**src/rtl/piezo_alert_sched_if.sv**
```systemverilog
// rtl/piezo_alert_sched_if.sv - alert request / piezo drive bundle between status logic and the scheduler
//  master: alert sources driving moving/batt_low/ovr_spd and observing the drive outputs
//  slave : the scheduler, consuming requests and driving piezo/piezo_n/busy/tune_id
interface piezo_alert_sched_if;
  logic       moving;
  logic       batt_low;
  logic       ovr_spd;
  logic       piezo;
  logic       piezo_n;
  logic       busy;
  logic [1:0] tune_id;

  modport master (output moving, output batt_low, output ovr_spd,
                  input piezo, input piezo_n, input busy, input tune_id);
  modport slave  (input moving, input batt_low, input ovr_spd,
                  output piezo, output piezo_n, output busy, output tune_id);
endinterface

```
**src/rtl/piezo_alert_sched.sv**
```systemverilog
// rtl/piezo_alert_sched.sv - arbitrates three alert requesters onto one piezo and plays their tunes
//  clk      : system clock
//  rst_n    : asynchronous active-low reset
//  bus      : piezo_alert_sched_if.slave (moving, batt_low, ovr_spd in; piezo, piezo_n, busy, tune_id out)
//  FAST_SIM_EN (macro): when defined, note and gap lengths are divided by FAST_DIV; half-periods unchanged
module piezo_alert_sched #(
  parameter int NOTE_CLKS = 8388608,
  parameter int GAP_CLKS  = 134217728,
  parameter int FAST_DIV  = 64,
  parameter int HP_G6     = 15944,
  parameter int HP_C7     = 11945,
  parameter int HP_E7     = 9480,
  parameter int HP_G7     = 7972
) (
  input  logic clk,
  input  logic rst_n,
  piezo_alert_sched_if.slave bus
);

`ifdef FAST_SIM_EN
  localparam bit FAST = 1'b1;
`else
  localparam bit FAST = 1'b0;
`endif
  localparam int DIV      = FAST ? FAST_DIV : 1;
  localparam int NOTE_EFF = NOTE_CLKS / DIV;
  localparam int GAP_EFF  = GAP_CLKS / DIV;
  localparam int NW       = (NOTE_EFF > 1) ? $clog2(NOTE_EFF) : 1;
  localparam int GW       = (GAP_EFF > 1) ? $clog2(GAP_EFF) : 1;
  localparam int HP_MAX   = (HP_G6 > HP_C7 ? HP_G6 : HP_C7) > (HP_E7 > HP_G7 ? HP_E7 : HP_G7)
                            ? (HP_G6 > HP_C7 ? HP_G6 : HP_C7) : (HP_E7 > HP_G7 ? HP_E7 : HP_G7);
  localparam int HW       = (HP_MAX > 1) ? $clog2(HP_MAX) : 1;

  localparam logic [NW-1:0] NOTE_LAST = NW'(NOTE_EFF - 1);
  localparam logic [GW-1:0] GAP_LAST  = GW'(GAP_EFF - 1);
  localparam logic [HW-1:0] G6_LAST   = HW'(HP_G6 - 1);
  localparam logic [HW-1:0] C7_LAST   = HW'(HP_C7 - 1);
  localparam logic [HW-1:0] E7_LAST   = HW'(HP_E7 - 1);
  localparam logic [HW-1:0] G7_LAST   = HW'(HP_G7 - 1);

  localparam logic [1:0] T_NONE = 2'b00;
  localparam logic [1:0] T_NORM = 2'b01;
  localparam logic [1:0] T_BATT = 2'b10;
  localparam logic [1:0] T_OVR  = 2'b11;

  localparam logic [1:0] S_IDLE = 2'd0;
  localparam logic [1:0] S_PLAY = 2'd1;
  localparam logic [1:0] S_GAP  = 2'd2;

  logic [1:0]    state;
  logic [1:0]    tune_q;
  logic [2:0]    idx;
  logic [NW-1:0] note_cnt;
  logic [HW-1:0] hp_cnt;
  logic [GW-1:0] gap_cnt;
  logic          phase;
  logic [HW-1:0] hp_last;
  logic [2:0]    last_idx;
  logic [1:0]    req_id;

  // Fixed priority: over-speed beats battery beats motion.
  always_comb begin
    req_id = T_NONE;
    if (bus.ovr_spd)       req_id = T_OVR;
    else if (bus.batt_low) req_id = T_BATT;
    else if (bus.moving)   req_id = T_NORM;
  end

  // Note ROMs: half-period terminal count and last note index of the active tune.
  always_comb begin
    hp_last  = G6_LAST;
    last_idx = 3'd5;
    case (tune_q)
      T_NORM: begin
        last_idx = 3'd3;
        case (idx)
          3'd0:    hp_last = G6_LAST;
          3'd1:    hp_last = C7_LAST;
          3'd2:    hp_last = E7_LAST;
          default: hp_last = G7_LAST;
        endcase
      end
      T_BATT: begin
        last_idx = 3'd2;
        case (idx)
          3'd0:    hp_last = G7_LAST;
          3'd1:    hp_last = E7_LAST;
          default: hp_last = C7_LAST;
        endcase
      end
      default: hp_last = idx[0] ? G7_LAST : G6_LAST;
    endcase
  end

  always_ff @(posedge clk or negedge rst_n) begin
    if (!rst_n) begin
      state    <= S_IDLE;
      tune_q   <= T_NONE;
      idx      <= 3'd0;
      note_cnt <= '0;
      hp_cnt   <= '0;
      gap_cnt  <= '0;
      phase    <= 1'b0;
    end else begin
      case (state)
        S_IDLE: begin
          if (req_id != T_NONE) begin
            state    <= S_PLAY;
            tune_q   <= req_id;
            idx      <= 3'd0;
            note_cnt <= '0;
            hp_cnt   <= '0;
            phase    <= 1'b1;
          end
        end
        S_PLAY: begin
          if (note_cnt == NOTE_LAST) begin
            // Note boundary: every note starts high with fresh counters.
            note_cnt <= '0;
            hp_cnt   <= '0;
            phase    <= 1'b1;
            if (bus.ovr_spd && tune_q != T_OVR) begin
              tune_q <= T_OVR;
              idx    <= 3'd0;
            end else if (idx == last_idx) begin
              idx <= 3'd0;
              if (tune_q == T_OVR) begin
                // Held over-speed loops the OVR tune with no silence in between.
                if (!bus.ovr_spd) begin
                  state  <= S_IDLE;
                  tune_q <= T_NONE;
                end
              end else begin
                state   <= S_GAP;
                gap_cnt <= '0;
              end
            end else begin
              idx <= idx + 3'd1;
            end
          end else begin
            note_cnt <= note_cnt + 1'b1;
            if (hp_cnt == hp_last) begin
              hp_cnt <= '0;
              phase  <= ~phase;
            end else begin
              hp_cnt <= hp_cnt + 1'b1;
            end
          end
        end
        S_GAP: begin
          if (bus.ovr_spd) begin
            state    <= S_PLAY;
            tune_q   <= T_OVR;
            idx      <= 3'd0;
            note_cnt <= '0;
            hp_cnt   <= '0;
            phase    <= 1'b1;
          end else if (gap_cnt == GAP_LAST) begin
            state   <= S_IDLE;
            tune_q  <= T_NONE;
            gap_cnt <= '0;
          end else begin
            gap_cnt <= gap_cnt + 1'b1;
          end
        end
        default: state <= S_IDLE;
      endcase
    end
  end

  // Outputs decode straight from state so reset silences the pair immediately.
  assign bus.busy    = (state != S_IDLE);
  assign bus.piezo   = (state == S_PLAY) &&  phase;
  assign bus.piezo_n = (state == S_PLAY) && !phase;
  assign bus.tune_id = tune_q;

endmodule

```
**src/flat_wrapper.sv**
```systemverilog
// flat-port wrapper written by rule: the top's interface ports become plain ports
module piezo_alert_sched_flat 
#(
  parameter int NOTE_CLKS = 8388608,
  parameter int GAP_CLKS  = 134217728,
  parameter int FAST_DIV  = 64,
  parameter int HP_G6     = 15944,
  parameter int HP_C7     = 11945,
  parameter int HP_E7     = 9480,
  parameter int HP_G7     = 7972
)
  (clk, rst_n, bus_moving, bus_batt_low, bus_ovr_spd, bus_piezo, bus_piezo_n, bus_busy, bus_tune_id);
  piezo_alert_sched_if bus_i ();
  input  logic clk;
  input  logic rst_n;
  input wire logic [$bits(bus_i.moving)-1:0] bus_moving;
  input wire logic [$bits(bus_i.batt_low)-1:0] bus_batt_low;
  input wire logic [$bits(bus_i.ovr_spd)-1:0] bus_ovr_spd;
  output wire logic [$bits(bus_i.piezo)-1:0] bus_piezo;
  output wire logic [$bits(bus_i.piezo_n)-1:0] bus_piezo_n;
  output wire logic [$bits(bus_i.busy)-1:0] bus_busy;
  output wire logic [$bits(bus_i.tune_id)-1:0] bus_tune_id;
  assign bus_i.moving = bus_moving;
  assign bus_i.batt_low = bus_batt_low;
  assign bus_i.ovr_spd = bus_ovr_spd;
  assign bus_piezo = bus_i.piezo;
  assign bus_piezo_n = bus_i.piezo_n;
  assign bus_busy = bus_i.busy;
  assign bus_tune_id = bus_i.tune_id;
  piezo_alert_sched #(.NOTE_CLKS(NOTE_CLKS), .GAP_CLKS(GAP_CLKS), .FAST_DIV(FAST_DIV), .HP_G6(HP_G6), .HP_C7(HP_C7), .HP_E7(HP_E7), .HP_G7(HP_G7)) u_core (.clk(clk), .rst_n(rst_n), .bus(bus_i));
endmodule
```
**config.mk**
```make
export PLATFORM = sky130hd
export DESIGN_NAME = piezo_alert_sched_flat
export DESIGN_NICKNAME = d
export VERILOG_FILES = /design/src/rtl/piezo_alert_sched_if.sv /design/src/rtl/piezo_alert_sched.sv /design/src/flat_wrapper.sv
export SDC_FILE = /design/constraint.sdc
export NUM_CORES = 1
export LEC_CHECK = 0
export ABC_AREA = 1
export BUFFER_PORTS_ARGS = -buffer_cell sky130_fd_sc_hd__buf_2
export CAP_MARGIN = 20
export CORE_MARGIN = 2
export CORE_UTILIZATION = 45
export DETAILED_ROUTE_END_ITERATION = 8
export SLEW_MARGIN = 25
export SYNTH_ARGS = -nofsm -noshare
export SYNTH_HDL_FRONTEND = slang
export SYNTH_SLANG_ARGS = --single-unit
```
**constraint.sdc**
```tcl
create_clock -name clk -period 2.35 [get_ports clk]
set_input_delay 0.235 -clock clk [delete_from_list [all_inputs] [get_ports clk]]
set_output_delay 0.235 -clock clk [all_outputs]
set_load 0.01 [all_outputs]
```
==> Word level (Yosys, flattened, before mapping) <==
Index checks and enable logic that the tools add are counted.
{ "op_classes": {"add_sub_neg": 4, "n_eq_ne": 25, "mux": 51, "bitwise_logic": 1, "reduce_logical": 16} }
{ "op_table": {"columns": ["operator", "n"], "rows": [
  ["27-bit 2-to-1 mux", 6],
  ["14-bit case mux with 3 select lines", 2],
  ["14-bit 2-to-1 mux", 5],
  ["23-bit 2-to-1 mux", 3],
  ["23-bit case mux with 3 select lines", 1],
  ["14-bit case mux with 2 select lines", 2],
  ["27-bit case mux with 2 select lines", 1],
  ["2-bit 2-to-1 mux", 16],
  ["27-bit by 1-bit adder with 27-bit output (second input constant)", 1],
  ["27-bit equality test (second input constant)", 1],
  ["23-bit by 1-bit adder with 23-bit output (second input constant)", 1],
  ["23-bit equality test (second input constant)", 1],
  ["3-bit 2-to-1 mux", 5],
  ["14-bit by 1-bit adder with 14-bit output (second input constant)", 1],
  ["14-bit equality test", 1],
  ["2-bit case mux with 3 select lines", 2],
  ["6-bit AND reduction", 2],
  ["2-bit inequality test (second input constant)", 5],
  ["3-bit by 1-bit inequality test with 1-bit output (second input constant)", 3],
  ["3-bit case mux with 3 select lines", 1],
  ["4-bit AND reduction", 2],
  ["7-bit AND reduction", 1],
  ["2-bit equality test (second input constant)", 3],
  ["2-bit by 1-bit inequality test with 1-bit output (second input constant)", 3],
  ["other kinds (18)", 28]
]} }
{ "word_totals": {"reg_bits": 72, "inputBits": 5, "out_inout_bits": 5, "word_cells": 104} }

==> Logic depth before layout (Yosys ltp) <==
Gate-level depths: netlist of the first run.
{ "logic_depth": {"ltp_word": 7, "depth_mapped": 17, "depth_no_buf": 17} }

==> Worst setup path after synthesis of the first run <==
No wires, ideal clock.
{ "synth_path": {"path_type": "reg2reg", "startpoint": "register u_core.tune_q[0] (netlist: u_core.bus.tune_id[0])", "endpoint": "register u_core.gap_cnt[10]", "setup_time_ns": 0.121, "arrival_time_ns": 1.885, "required_time_ns": 2.229, "setup_slack_ns": 0.344, "path_stages_with_launch": 14, "path_buffers": 1, "period_less_slack_ns": 2.006, "path_cell_list": "dfrtp_1 > inv_1 > ha_1 > inv_2 > nand3_1 > nand2_1 > a21oi_1 > nor3_2 > nand2_2 > buf_6 > nor2_1 > nand3_1 > nand2_1 > a21oi_1"} }
{ "synth_between": {"elab_chain_cells": 5, "word_cells_on_any_way": 11, "classes_between": "eq/ne (8); mux (1); reduce/logical (2)"} }
{ "synth_lines": {"columns": ["element", "line_no", "rtl"], "rows": [
  ["from (decl)", "piezo_alert_sched.sv:51", "logic [1:0] tune_q;"],
  ["from (signal assigned)", "piezo_alert_sched.sv:109", "tune_q <= req_id;"],
  ["2-bit equality test or 2-bit by 1-bit equality test with 1-bit output (tied branches)", "piezo_alert_sched.sv:73", "case (tune_q)"],
  ["3-bit case mux with 2 select lines", "piezo_alert_sched.sv:73", null],
  ["3-bit equality test", "piezo_alert_sched.sv:125", "end else if (idx == last_idx) begin"],
  ["2-bit by 1-bit inequality test with 1-bit output (no line)", null, null],
  ["6-bit AND reduction (no line) *", null, null],
  ["to (signal assigned)", "piezo_alert_sched.sv:163", "gap_cnt <= gap_cnt + 1'b1;"],
  ["to (decl)", "piezo_alert_sched.sv:55", "logic [GW-1:0] gap_cnt;"]
]} }
Mark *: on every way between the ends. The rest lies on a longest branch, timed or not.
A chain may end at the register's enable or synchronous reset.

==> Worst setup path after layout of the first run <==
{ "layout_path": {"startpoint": "register u_core.tune_q[0] (netlist: u_core.bus.tune_id[0])", "endpoint": "register u_core.gap_cnt[9]"} }
The elaborated chain is that of the path after synthesis.

==> run metrics, run 1 <==
DRT antenna net count 0; GRT overflow 0; Worst R2R Start u_core.bus.tune_id[0]; most frequent cells in the layout nand2_1 (172), nor2_1 (73), dfrtp_1 (72); Post-Syn Area per Cell 7.32 um^2; Setup Viol. Count Final 0; # rows 38; first-pass GRT wire length approximately 20 mm; core box area 10700 um^2; slowest stage cell, crit path dfrtp_1; Root Buffer clkbuf_8; min cycle time layout ~2.2 ns; CTS Sinks 72; TritonCTS clock tree built; wire per inst between 10 and 15 um; area added between synthesis and finish 9.23%; r2r setup slk 0.16 ns; start point of the worst hold path bus_batt_low; CP startpoint u_core.bus.tune_id[0]; CP bufs+invs 3; Worst Setup EP u_core.gap_cnt[9]; crit-path cells inv_1 -> ha_2 -> inv_2 -> nand3_1 -> nand2_1 -> a21oi_2 -> nor3_2 -> nand2_2 -> buf_4 -> nor2_4 -> nand2_1 -> o21ai_1 -> nor2_1; reg-to-reg endpoint u_core.gap_cnt[9]; final slew viol count 0; EDFF count, synth 0; Post-Route WL about 12 mm; crit path kind reg -> reg; Worst-Skew Late Latency 0.36 ns; final instance area approximately 5300 um^2; most used cell, CP nand2_1; critical path peak fanout 19; Seq cells post-synth just over 70; Post-DP Area approximately 5000 um^2; total track usage between 20% and 30%; Power Total between 4000 and 5000 uW; number of I/O pins 10; nets between 700 and 800; RD Place Congestion 0.906; CP Data Arrival Time approximately 2.5 ns; share of cells above drive strength 1 about an eighth; status finished, final reports clean; crit path capture type flip-flop; largest net degree at the start of global routing 43; Distinct cells, synth 44; instance count on the critical path 13; Mapped Cells ~670; Worst-Margin Slew around 0.56 ns; Max Used Layer met4; Critical Path RT ~2.6 ns; vias post-DR ~4400; PortBufs 9; clock buffer depth 2; commonest non-fill, non-tap cell in the layout nand2_1; max_cap viols 0; post-DP HPWL between 8 and 9 mm; fmax roughly 0.46 GHz; Fillers 1090; max incr delay on CP approximately 0.41 ns; Synth Net Count between 600 and 700; ys async rst share 100%; crit start category flip-flop; Tcrit/Tclk final between 90% and 100%; WL met3 489 um; met2 wire length 4.94 mm; PwrDens between 800 and 900 nW/um^2; Max rail drop VDD approximately 600 uV; Die Width 108 um; H-tree lvl count 3; skew final a little under 0.008 ns; CTS buffer count 9; initial antenna violation count 0; vias per cell about 5.3; register area share after synthesis ~37%; Yosys Warn Count 0; die area roughly 12000 um^2; Detailed Routing Iterations Pass 1 6; top_reg_cell synth dfrtp_1; met1 WL roughly 5.9 mm; leakage ~0.0024 uW; FF-to-FF path depth 13; unrepaired setup endpoints after global routing true; Iter 0 DRT Violations about 310; drc violations 0; ANT cells 0; Initial Util a little under half; Cell Area, Synth between 4000 and 5000 um^2; Hold Vio Cnt, Final 0; Min-Delay Path Class in -> reg; die height between 100 and 150 um; Top delay family on crit path simple AND/OR/NAND/NOR gates; relative slew slack a little over three fifths; CTS clock-pin slew for the worst setup and hold paths approximately 0.08 ns; number of global-route vias before repair 4230
-- sequential cells by signal, indices dropped and copies added (netlist names) --
register and cells:
u_core.bus.tune_id 2, u_core.gap_cnt 27, u_core.hp_cnt 14, u_core.idx 3, u_core.note_cnt 23, u_core.phase 1, u_core.state 2
-- power breakdown --
group | leakage (uW) | total, uW | switching, uW | internal [uW]
sequential | 0.000989 | 1490 | 132 | 1360
clock | 0.0000920 | 968 | 483 | 485
combinational | 0.00127 | 2080 | 1410 | 669
total | 0.00235 | 4540 | 2030 | 2520
-- per-layer routing --
metal	up-vias	track usage [%]
met5	-	0
met4	0	9.25
met3	24	3.92
met2	100	31.7
met1	2078	30.8
li1	2220	-
-- worst min path at each step --
stage                                        to  cells past startpoint
final                     u_core.bus.tune_id[1]                      4
after CTS                 u_core.bus.tune_id[1]                      4
after floorplan           u_core.bus.tune_id[0]                      0
after global placement       u_core.note_cnt[7]                      1
after global routing      u_core.bus.tune_id[1]                      4
after detailed placement      u_core.gap_cnt[1]                      1
-- cell type report --
class	count	area [um^2]	share of cell area, %
Clock inverter	6	60.1	1.13
Inverter	75	288	5.40
Tap cell	140	175	3.29
Timing Repair Buffer	23	155	2.91
Clock buffer	10	128	2.39
Sequential cell	72	1800	33.8
Multi-Input combinational cell	506	2720	51.1
-- logic make-up (layout without fill, tap and decap cells) --
logic type | count (synthesis) | in the layout | synth area share (%)
compound gates | 76 | 76 | 9.03
xor+xnor | 34 | 34 | 6.10
fa+ha+maj | 14 | 14 | 3.59
buf+inv | 89 | 114 | 7.92
flops | 72 | 72 | 36.9
mux | 1 | 1 | 0.231
simple gates | 380 | 381 | 36.2
-- cells in the mapped netlist, types with 2 or more instances --
cell type  instances  area [um^2]
a211oi_1           2         15.0
a21oi_1           33          165
a31oi_1            4         25.0
buf_2              4         20.0
buf_4              2         15.0
buf_6              5         56.3
clkbuf_1           3         11.3
dfrtp_1           72         1800
ha_1              14          175
inv_1             68          255
inv_2              6         22.5
nand2_1          172          646
nand2_2            8         50.1
nand3_1           42          210
nand3b_1           6         45.0
nand4_1           21          131
nor2_1            75          282
nor2_2             7         43.8
nor2_4             4         45.0
nor3_1            27          135
nor3_2             3         30.0
nor4_1             5         31.3
o21ai_0           22          110
o21ai_1            3         15.0
o31ai_1            3         22.5
o31ai_2            3         37.5
or2_2              3         18.8
xnor2_1            4         35.0
xor2_1            30          263
-- through the flow --
step                utilization [%]  std cells  hold slack [ns]  TNS, ns  worst slack [ns]
finish                         49.8        832            0.281        0             0.155
global route                   49.8        832            0.314  -0.0306           -0.0176
CTS                            49.4        829            0.253        0            0.0639
detailed placement             47.5        812            0.261        0            0.0152
global placement               47.5        812            0.267        0            0.0340
floorplan                         -        666          -0.0606        0             0.344
-- worst reg2reg max path, stage by stage, from the launching register on --
cell     delay (ns)
dfrtp_1        0.41
inv_1          0.09
ha_2           0.31
inv_2          0.11
nand3_1        0.08
nand2_1        0.08
a21oi_2        0.07
nor3_2         0.24
nand2_2        0.11
buf_4          0.21
nor2_4         0.13
nand2_1        0.07
o21ai_1        0.11
nor2_1         0.05
-- what timing repair did --
item | in CTS | in global routing
hold buffers | 1 | 0
pin swaps | 0 | 2
setup buffers | 0 | 2
gates resized for setup | 1 | 10
endpoints found under the setup margin | 1 | 28
cloned | 0 | 1
hold endpoints to repair | 40 | 0
(Power assumes the default switching activity.)
==> inputs of run 2 (changes only) <==
--- a/config.mk
+++ b/config.mk
@@ -5,7 +5,6 @@
 export SDC_FILE = /design/constraint.sdc
 export NUM_CORES = 1
 export LEC_CHECK = 0
-export ABC_AREA = 1
 export BUFFER_PORTS_ARGS = -buffer_cell sky130_fd_sc_hd__buf_2
 export CAP_MARGIN = 20
 export CORE_MARGIN = 2
==> run metrics, run 2 <==
most frequent cells in the layout buf_4 (71), dfrtp_1 (71), nor2_1 (59); r2r setup slk -0.42 ns; Fillers between 900 and 1000; Post-Syn Area per Cell approximately 8.6 um^2; final cell count without fillers 729; slowest stage cell, crit path or4b_4; Iter 0 DRT Violations 208; crit-path cells inv_2 -> ha_4 -> or4b_4 -> a221oi_2 -> mux2i_1 -> a2111oi_2 -> and4_4 -> a211o_4 -> or3_1 -> o21ai_1; crit start category flip-flop; Min-Delay Path Class in -> reg; GRT overflow 0; Synth Net Count approximately 530; unrepaired setup endpoints after global routing true; skew final between 0.01 and 0.015 ns; Power Total 5240 uW; part of the power in combinational logic roughly 54%; Max rail drop VDD around 450 uV; Seq cells post-synth roughly 70; initial antenna violation count 0; area added between synthesis and finish 26.1%; EDFF count, synth 0; Internal Pwr Total 3170 uW; top_reg_cell synth dfrtp_1; net load switching power about 2100 uW; total track usage 21.0%; setup ws final -0.421 ns; sw frac roughly two fifths; ANT cells 0; PortBufs 9; PwrDens 943 nW/um^2; CTS buffer count 9; critical path peak fanout 3; die height 103 um; fmax between 0.3 and 0.4 GHz; Placed Cells between 700 and 800; largest net degree at the start of global routing 43; final core occ approximately 58%; relative slew slack between 70% and 80%; share of cells above drive strength 1 approximately a quarter; Worst-Margin Slew between 0.4 and 0.5 ns; Hold Vio Cnt, Final 0; vias post-DR ~4000; TritonCTS clock tree built; Post-synth top cells dfrtp_1 (72), nor2_1 (68), nand2_1 (57); number of global-route vias before repair around 3800; worst hold slack approximately 0.22 ns; top-count cell post-synth dfrtp_1; wire per inst roughly 14 um; max_cap viols 0; die area 10600 um^2; Tcrit/Tclk final 118%; number of I/O pins 10; Setup WS pre-CTS -0.427 ns; ranking of synthesized cells by area dfrtp_1 (41%), o21ai_0 (6.3%), nor2_1 (5.8%); Yosys top cell area share between 40 and 50%; Biggest register u_core.gap_cnt; RD Place Congestion 0.826; core box area between 9000 and 10000 um^2; Detailed Routing Iterations Pass 1 4; crit path capture type flip-flop; failing checks setup timing; Initial Util about 46%; Cell Area, Synth roughly 4400 um^2; max FFs per register 27; register area share after synthesis between 40% and 50%; Mapped Cells approximately 500; Die Width ~100 um; Reg power frac about 27%; # rows 36; post-DP HPWL approximately 7.3 mm; Worst-Skew Late Latency 0.35 ns; final slew viol count 0; leakage around 0.0024 uW; H-tree lvl count 3; ys async rst share 100%; CTS Sinks 72; Synth area leader dfrtp_1; Root Buffer clkbuf_8; CP Data Arrival Time between 3 and 4 ns; Distinct cells, synth between 60 and 70; drc violations 0; largest registers u_core.gap_cnt: 27 flops, u_core.note_cnt: 23 flops, u_core.hp_cnt: 14 flops; first-pass GRT wire length between 15 and 20 mm; min cycle time layout between 2 and 3 ns; nets 610; clock buffer depth 2; crit path kind reg -> reg; max incr delay on CP between 0.5 and 0.6 ns; Post-Route WL around 10 mm; CTS clock-pin slew for the worst setup and hold paths approximately 0.070 ns; Setup Viol. Count Final 15; clock power share a little under a fifth; status complete, but fails checks; Critical Path RT 2.63 ns; DRT antenna net count 0; vias per cell between 5 and 6; Yosys Warn Count 0
-- run 2: cell count changes in the layout (fill, tap and decap cells not counted), sizes merged, moves of 13 or more --
cell and change:
a21oi -15, buf +62, xor2 -20, nand4 -13
o21ai +30, xnor2 +13, inv -53, nor2 -17
nor3 -24, nand2 -125
-- run 2: final timing paths --
kind,from,to,depth (start not counted)
setup / recovery,u_core.idx[1],u_core.hp_cnt[3],10
hold / removal,bus_batt_low,u_core.bus.tune_id[1],3
setup reg to reg,u_core.idx[1],u_core.hp_cnt[3],10
hold reg to reg,u_core.gap_cnt[11],u_core.gap_cnt[11],1
max in group asynchronous,rst_n,u_core.note_cnt[11],3
min in group asynchronous,rst_n,u_core.gap_cnt[26],2
-- run 2: cell type report --
| cell class | count | area (um^2) | share of cell area, % |
|---|---|---|---|
| multi-input combinational | 401 | 2620 | 47.2 |
| inverter | 21 | 78.8 | 1.42 |
| tap | 133 | 166 | 3.00 |
| clock inverter | 6 | 60.1 | 1.08 |
| timing repair buffer | 86 | 694 | 12.5 |
| sequential | 72 | 1800 | 32.5 |
| clock buffer | 10 | 128 | 2.30 |
-- run 2: logic make-up after synthesis --
family	synth area share (%)
AND/OR/NAND/NOR	26.3
AO/OA/AOI/OAI	17.9
flip-flops	40.9
adder cells (fa/ha/maj)	3.98
buffers and inverters	4.35
multiplexers	1.25
XOR/XNOR	5.37
-- run 2: timing repair --
action	CTS	global route
endpoints found under the setup margin	25	48
hold endpoints to repair	30	0
resized for setup	18	28
buffers inserted	3	6
pin swaps	11	15
hold buffers	1	0
gates cloned	0	1
-- run 2: critical path, delay by kind of cell (launching register included) --
family / cells / cell delay (ns)
flops: 1 / 0.42
mux: 1 / 0.27
buf+inv: 1 / 0.09
compound gates: 4 / 0.74
simple gates: 3 / 1.01
fa+ha+maj: 1 / 0.17
-- run 2: per-layer routing --
layer	global-route usage [%]	wire length (um)
met5	0	0
met2	33.6	4910
met1	29.0	5040
met4	8.00	132
met3	3.05	318
-- run 2: stage by stage --
stage	cell area, um^2	setup TNS (ns)
after floorplan	4470	-3.61
after global placement	5090	-3.66
after detailed placement	5090	-4.91
after CTS	5360	-4.49
after global routing	5550	-7.34
final	5550	-4.66
-- run 2: power by group through the flow --
| stage | Sequential [uW] | Clock (uW) | Combinational, uW |
|---|---|---|---|
| 2_1_floorplan | 1450 | 0 | 1580 |
| 3_3_place_gp | 1440 | 0 | 2550 |
| 3_5_place_dp | 1450 | 0 | 2570 |
| 4_1_cts | 1430 | 992 | 2680 |
| 5_1_grt | 1450 | 1040 | 3150 |
| 6_report | 1430 | 961 | 2840 |
==> inputs of run 3 (changes only) <==
--- a/config.mk
+++ b/config.mk
@@ -10,6 +10,7 @@
 export CORE_MARGIN = 2
 export CORE_UTILIZATION = 45
 export DETAILED_ROUTE_END_ITERATION = 8
+export PLACE_DENSITY = 0.64
 export SLEW_MARGIN = 25
 export SYNTH_ARGS = -nofsm -noshare
 export SYNTH_HDL_FRONTEND = slang
==> run metrics, run 3 (synthesis gave the netlist of run 2 again) <==
H-tree lvl count 3; fmax 0.361 GHz; critical path peak fanout 4; wire per inst ~14 um; max FFs per register 27; status complete, but fails checks; Die Width just over 100 um; TritonCTS clock tree built; Iter 0 DRT Violations 100; Tcrit/Tclk final 118%; crit path kind reg -> reg; Detailed Routing Iterations Pass 1 5; drc violations 0; max incr delay on CP about 0.53 ns; core box area roughly 9600 um^2; share of cells above drive strength 1 roughly 26%; largest net degree at the start of global routing between 40 and 50; # rows 36; Min-Delay Path Class in -> reg; Post-DP Area around 5100 um^2; worst hold slack approximately 0.19 ns; area added between synthesis and finish 28.7%; sw frac a little under two fifths; DRT antenna net count 0; skew final around 0.009 ns; Initial Util 45.7%; unrepaired setup endpoints after global routing true; Root Buffer clkbuf_8; crit-path cells inv_2 -> ha_4 -> or4b_4 -> a221oi_4 -> mux2i_1 -> a2111oi_2 -> and4_4 -> a211o_4 -> or3_1 -> o21ai_1; CP Data Arrival Time roughly 3 ns; Critical Path RT between 2 and 3 ns; number of global-route vias before repair ~3700; Post-Route WL between 10 and 15 mm; vias post-DR around 4000; Setup Viol. Count Final 15; total track usage approximately a fifth; clock buffer depth 2; leakage 0.00246 uW; nets between 600 and 700; Biggest register u_core.gap_cnt; Setup WS pre-CTS -0.414 ns; first-pass GRT wire length about 17 mm; relative slew slack 73.1%; max_cap viols 0; CTS Sinks 72; crit path capture type flip-flop; post-DP HPWL roughly 7.3 mm; clock power share between 15 and 20%; commonest non-fill, non-tap cell in the layout buf_4; number of I/O pins 10; Hold Vio Cnt, Final 0; Reg power frac approximately a quarter; Fillers approximately 880; Max rail drop VDD between 500 and 600 uV; setup ws final -0.422 ns; ANT cells 0; RD Place Congestion between 0.8 and 0.9; Worst-Skew Late Latency between 0.3 and 0.4 ns; slowest stage cell, crit path or4b_4; part of the power in combinational logic 55.5%; crit start category flip-flop; PortBufs 9; vias per cell 5.42; final instance area around 5700 um^2; PwrDens around 950 nW/um^2; most frequent cells in the layout buf_4 (77), dfrtp_1 (69), nor2_1 (66); die height 103 um; final slew viol count 0; largest registers u_core.gap_cnt: 27 flops, u_core.note_cnt: 23 flops, u_core.hp_cnt: 14 flops; GRT overflow 0; failing checks setup timing; Power Total ~5400 uW; initial antenna violation count 0; CTS buffer count 9; net load switching power 2060 uW; min cycle time layout 2.77 ns; die area 10600 um^2; post-route setup TNS -4.74 ns; Internal Pwr Total 3330 uW; CTS clock-pin slew for the worst setup and hold paths about 0.07 ns; Worst-Margin Slew between 0.4 and 0.5 ns
run 3: cell types whose count changed in the layout (fill, tap and decap cells not counted), moves of 2 or more:
| cell | change |
|---|---|
| nor2_4 | -5 |
| nor2_1 | +7 |
| o21ai_1 | +2 |
| nor2_2 | -2 |
| dfrtp_1 | -2 |
| o21ai_0 | -3 |
| buf_4 | +6 |
| clkinv_2 | -2 |
| dfrtp_2 | +2 |
run 3: layout make-up:
cell class              instances  area (um^2)  share of cell area (%)
multi-input cells             401         2640                    46.6
flip-flops and latches         72         1810                    31.9
repair buffers                 95          791                    14.0
well taps                     133          166                    2.94
clock buffers                  12          145                    2.56
inverters                      21         78.8                    1.39
clock inverters                 3         42.5                   0.751
run 3: power groups by stage:
stage	sequential (uW)	combinational [uW]	clock [uW]
finish	1430	2990	968
global route	1450	3270	1050
CTS	1420	2750	1010
detailed placement	1440	2620	0
global placement	1440	2560	0
floorplan	1450	1580	0
run 3: final timing paths:
check                      cells after the start          startpoint                     to  slack, ns
max                                           10       u_core.idx[1]       u_core.hp_cnt[3]      -0.42
min                                            3        bus_batt_low  u_core.bus.tune_id[1]       0.19
max reg2reg                                   10       u_core.idx[1]       u_core.hp_cnt[3]      -0.42
min reg2reg                                    1  u_core.gap_cnt[11]     u_core.gap_cnt[11]       0.50
max in group asynchronous                      3               rst_n     u_core.note_cnt[6]       1.41
min in group asynchronous                      2               rst_n      u_core.hp_cnt[13]       0.35
run 3: metal layers:
layer	global-route usage [%]	up-vias	part of all wire, %
met4	5.57	0	1.1
met2	33.9	44	50
li1	-	2000	-
met5	0	-	0
met1	27.3	1938	46
met3	4.20	10	2.8
run 3: what timing repair did:
action,in CTS,in global routing
setup buffers,1,13
gates cloned,0,3
pin swaps,8,11
resized for setup,14,40
endpoints found under the setup margin,36,48
endpoints found under the hold margin,27,0
hold buffers,1,0
run 3: through the flow:
stage,utilization [%],std cells
final,58.8,737
after global routing,58.8,737
after detailed placement,53.0,704
after CTS,55.7,721
after global placement,53.0,704
after floorplan,-,513
run 3: critical path, delay by kind of cell, from the launching register on:
| kind | cells | cell delay [ns] |
|---|---|---|
| and+or+nand+nor | 3 | 1.03 |
| AOI/OAI and AO/OA | 4 | 0.71 |
| DFF | 1 | 0.42 |
| muxes | 1 | 0.27 |
| adders and majority gates | 1 | 0.17 |
| buffers and inverters | 1 | 0.09 |
